`src/rtl/ring_pkg.sv`:
```
// Shared definitions for the one-hot ring counter, its encoder and the sequence checker.
//   RING_N        number of ring positions
//   RING_CW       encoded position width (log2 of RING_N)
//   ring_state_e  checker state: IDLE=0, SYNC=1, TRACK=2, FAULT=3
package ring_pkg;

  localparam int unsigned RING_N  = 16;
  localparam int unsigned RING_CW = 4;

  typedef enum logic [1:0] {
    StIdle  = 2'd0,
    StSync  = 2'd1,
    StTrack = 2'd2,
    StFault = 2'd3
  } ring_state_e;

endpackage

```
`src/rtl/ring_sequence_checker_onehot_encoder.sv`:
```
// Combinational one-hot to binary encoder with an exactly-one-bit-set flag.
// Ports:
//   q_i          N-bit one-hot candidate
//   idx_o        binary index (OR of the indices of all set bits)
//   onehot_ok_o  high iff exactly one bit of q_i is set
module onehot_encoder
  import ring_pkg::*;
#(
  parameter int unsigned N  = RING_N,
  parameter int unsigned CW = RING_CW
) (
  input  logic [N-1:0]  q_i,
  output logic [CW-1:0] idx_o,
  output logic          onehot_ok_o
);

  logic any_set;
  logic multi_set;

  always_comb begin
    idx_o     = '0;
    any_set   = 1'b0;
    multi_set = 1'b0;
    for (int unsigned i = 0; i < N; i++) begin
      if (q_i[i]) begin
        idx_o = idx_o | CW'(i);
      end
      // A second set bit seen after any earlier one marks the input as multi-hot.
      multi_set = multi_set | (any_set & q_i[i]);
      any_set   = any_set | q_i[i];
    end
    onehot_ok_o = any_set & ~multi_set;
  end

endmodule

```
`config.mk`:
```
export PLATFORM = sky130hd
export DESIGN_NAME = onehot_encoder
export DESIGN_NICKNAME = d
export VERILOG_FILES = /design/src/rtl/ring_pkg.sv /design/src/rtl/ring_sequence_checker_onehot_encoder.sv
export SDC_FILE = /design/constraint.sdc
export NUM_CORES = 1
export LEC_CHECK = 0
export ABC_AREA = 1
export ABC_CLOCK_PERIOD_IN_PS = 900
export CORE_AREA = 3 3 40 42
export DETAILED_ROUTE_END_ITERATION = 10
export DIE_AREA = 0 0 43 45
export PLACE_DENSITY_LB_ADDON = 0.2
export SLEW_MARGIN = 20
export SYNTH_ARGS = -nofsm -noshare
export SYNTH_HDL_FRONTEND = slang
export SYNTH_SLANG_ARGS = --single-unit
```
`constraint.sdc`:
```
create_clock -name vclk -period 0.9
set_input_delay 0.135 -clock vclk [all_inputs]
set_output_delay 0.135 -clock vclk [all_outputs]
set_load 0.05 [all_outputs]
```
# Word-level counts from Yosys, hierarchy flattened
# Index checks and enable logic that the tools add are counted.
[totals]
regBits = 0
inputBits = 16
[op_classes]
mux = 15
n_bitwise = 46
[ops]
columns = ["op", "n"]
rows = [
  ["4-bit two-way mux", 8],
  ["1-bit OR", 29],
  ["1-bit bitwise AND", 16],
  ["3-bit two-way mux", 4],
  ["2-bit two-way mux", 2],
  ["1-bit two-way mux", 1],
  ["1-bit NOT", 1],
]

# Depth between registers and ports, before layout
# Gate-level depths: netlist (run 1).
[depth]
word_depth = 18
depth_mapped = 10
ltp_nobuf = 10

# Least setup slack after synthesis (run 1)
# No wires, ideal clock.
[synth_path]
path_type = "input to output"
startpoint = "in q_i[15]"
endpoint = "out onehot_ok_o"
arrival_ns = 1.607
required_ns = 0.765
setup_slack_ns = -0.842
cell_stages = 10
n_path_buf = 0
path_cell_list = "inv_1 > nand2_1 > nor2_1 > nand2_1 > nand2_1 > nand2_1 > nand2_1 > inv_1 > nand2_1 > nor2_1"
[synth_via]
elab_chain_len = 4
word_cells_on_any_way = 5
cone_classes = "bitwise: 5"
[synth_lines]
columns = ["item", "line_no", "source"]
rows = [
  ["start, declared", "ring_sequence_checker_onehot_encoder.sv:12", "input logic [N-1:0] q_i,"],
  ["1-bit bitwise AND", "ring_sequence_checker_onehot_encoder.sv:29", "multi_set = multi_set | (any_set & q_i[i]);"],
  ["1-bit OR", "ring_sequence_checker_onehot_encoder.sv:29", ""],
  ["1-bit NOT", "ring_sequence_checker_onehot_encoder.sv:32", "onehot_ok_o = any_set & ~multi_set;"],
  ["1-bit bitwise AND *", "ring_sequence_checker_onehot_encoder.sv:32", ""],
  ["end, declared", "ring_sequence_checker_onehot_encoder.sv:14", "output logic onehot_ok_o"],
]
# Mark *: on every way between the ends. The rest lies on a longest branch, timed or not.

# Worst setup path in the final report (run 1)
[layout_path]
startpoint = "in q_i[1]"
endpoint = "out onehot_ok_o"
[layout_via]
elab_chain_len = 18
word_cells_on_any_way = 46
cone_classes = "bitwise: 46"
[layout_lines]
columns = ["item", "line_no", "source"]
rows = [
  ["1-bit OR", "ring_sequence_checker_onehot_encoder.sv:30", "any_set = any_set | q_i[i];"],
  ["1-bit bitwise AND or 1-bit OR (tied branches)", "ring_sequence_checker_onehot_encoder.sv:29, ring_sequence_checker_onehot_encoder.sv:30", ""],
  ["1-bit OR (tied with other cells) (12 in series)", "ring_sequence_checker_onehot_encoder.sv:29", ""],
  ["1-bit OR or 1-bit bitwise AND (tied branches)", "ring_sequence_checker_onehot_encoder.sv:29", ""],
  ["1-bit OR", "ring_sequence_checker_onehot_encoder.sv:29", ""],
  ["1-bit NOT", "ring_sequence_checker_onehot_encoder.sv:32", ""],
  ["1-bit bitwise AND *", "ring_sequence_checker_onehot_encoder.sv:32", ""],
]
# Marks and branches as above.

==> results of run 1 <==
## logic make-up after synthesis
family / Yosys count
compound gates: 4
buf+inv: 16
simple gates: 52
## final cells by class
| type | instances | area share [%] |
|---|---|---|
| multi-input combinational | 56 | 41.16 |
| timing repair buffer | 47 | 48.65 |
| tap | 15 | 1.935 |
| inverter | 16 | 8.258 |
## worst max-delay path, cell delays in order
cell and delay, ns:
buf_8 0.10, nor2_4 0.13, nand3_4 0.10, nor2_4 0.17, nand2_1 0.08, nand2_1 0.07, nand2_1 0.05, inv_1 0.06
nand2_2 0.05, nor2_4 0.09, buf_12 0.14
## where the power goes
part,internal [mW],switching [mW]
sequential,0,0
clock,0,0
combinational,0.187,0.157
## synthesized netlist by cell type
master / count / share of area, %
o21bai_1: 1 / 2.2
nand3_4: 1 / 5.2
nor2_1: 8 / 9.0
nor4_1: 1 / 1.9
nand2_2: 1 / 1.9
nor2_2: 2 / 3.7
a21oi_1: 2 / 3.0
o21ai_0: 1 / 1.5
nand2_1: 27 / 30
nor2_4: 3 / 10
inv_2: 1 / 1.1
inv_1: 14 / 16
nand3_1: 8 / 12
nor3_1: 1 / 1.5
clkinv_1: 1 / 1.1
## layer usage
| metal | global-route usage (%) | part of all wire (%) |
|---|---|---|
| met3 | 0.7968 | 5.9 |
| met1 | 18.14 | 37 |
| met2 | 33.53 | 56 |
| met5 | 0 | 0 |
| met4 | 3.012 | 1.3 |
## worst paths after layout
kind | to | cells past startpoint
setup / recovery | onehot_ok_o | 11
hold / removal | idx_o[0] | 4
## repair_timing
action / 4_1_cts / 5_1_grt
pin swaps: 22 / 14
buffers inserted: 8 / 5
resized for setup: 123 / 11
gates cloned: 0 / 0
endpoints found under the setup margin: 5 / 5
==> out/qor.yml, run 1 <==
status:
  status: "finished, violations left"
  violations: "setup timing"
floorplan:
  core_area_um2: 1285
  rows: 13
  initial_core_util_pct: 26.10
  die_y_um: 45
  pin_count: 21
  die-area_um2: 1935
  die_w_um: 43
sta:
  slew_headroom_pct: 85.10
  hold_violations: 0
  setup_viol: 5
  rsz0062_at_grt: "true"
  final.period_utilization_pct: 146.2
  timing.hold.ws_ns: 0.6584
  worstMarginPinSlew_ns: 0.2218
  final_max_slew_viol_count: 0
  min_period_ns: 1.316
  worst_slack_ns: -0.4161
  fmax_mhz: 759.8
  fin_setup_tns_ns: -0.9468
setup_path:
  crit_start: "q_i[1]"
  cp-end-kind: "output port"
  cp.arrival_ns: 1.18
  cp_data_required_time_ns: 0.76
  start_kind: "input port"
  critPathKind: "in2out"
  critical_path.max_fanout: 6
placed_design:
  dpl.cell_count: 126
  dpl_worst_slack_ns: -0.8315
  port_buffers: 21
  dp_hpwl_um: 934.8
  place.gp.congestion: 0.7169
  placed_cell_area_um2: 742.0
global_route:
  antenna_found_initial: 0
  grt_pass1_wl_um: 2484
  grt_pass1_vias: 631
  grt_overflow: 0
  grt_use_total_pct: 16.18
  grt_max_degree: 7
layout:
  final.clkbuf_count: 0
  diodes: 0
  nFlopsAndLatches: 0
  nets: 137
  multi_input_area_um2: 399.1
  layout_common_cells: "21 x nand2_1, 17 x buf_4, 15 x buf_6, 7 x nor2_4, 7 x buf_8"
  syn2layout_area_growth_pct: 189.2
  mostFrequentLayoutCell: "nand2_1"
  final_cell_area_um2: 969.7
  drive_above_1_share_pct: 68.07
  post-route-util_pct: 75.46
  finalNonFillerCells: 134
  final.fill_count: 105
  ff_latch_area_um2: 0
detailed_routing:
  via_count: 602
  drtPass1Iterations: 4
  antenna_left: 0
  via_per_inst: 4.493
  drt_wl_total_um: 1439
  drtIter0Drc: 4
  wl_per_cell_um: 10.74
  drc_errors: 0
synthesis:
  synth_compound_area_share_pct: 6.716
  yosys-mux-area-fraction_pct: 0
  syn_area_um2: 335.3
  avgSynthCellArea_um2: 4.657
  synth-xor-area-share_pct: 0
  synthesis.nets: 88
  syn_inst: 72
  synth_top_family_by_area: "simple AND/OR/NAND/NOR gates"
  ys_seq_area_share_pct: 0
  ys_warn_count: 0
  synthSimpleGateAreaFrac_pct: 75.37
  synthDistinctLibCells: 15
  synth_fa_ha_area_share_pct: 0
min_path:
  min_from: "q_i[3]"
  hp-class: "in2out"
power_and_ir_drop:
  power_density_nw_per_um2: 354.9
  p_total_mw: 0.3441
  max-vdd-ir-drop_mv: 0.2114
  p_leak_nw: 0.4878
clocking:
  cts_hold_buffers: 0
flow_run:
  cap_violations: 0
Power figures use the tool's default switching activity.
==> run 2: changes to the inputs <==
- CAP_MARGIN: not set -> 20
==> results of run 2 <==
No change in the layout: final DEF, timing and power equal those of run 1.
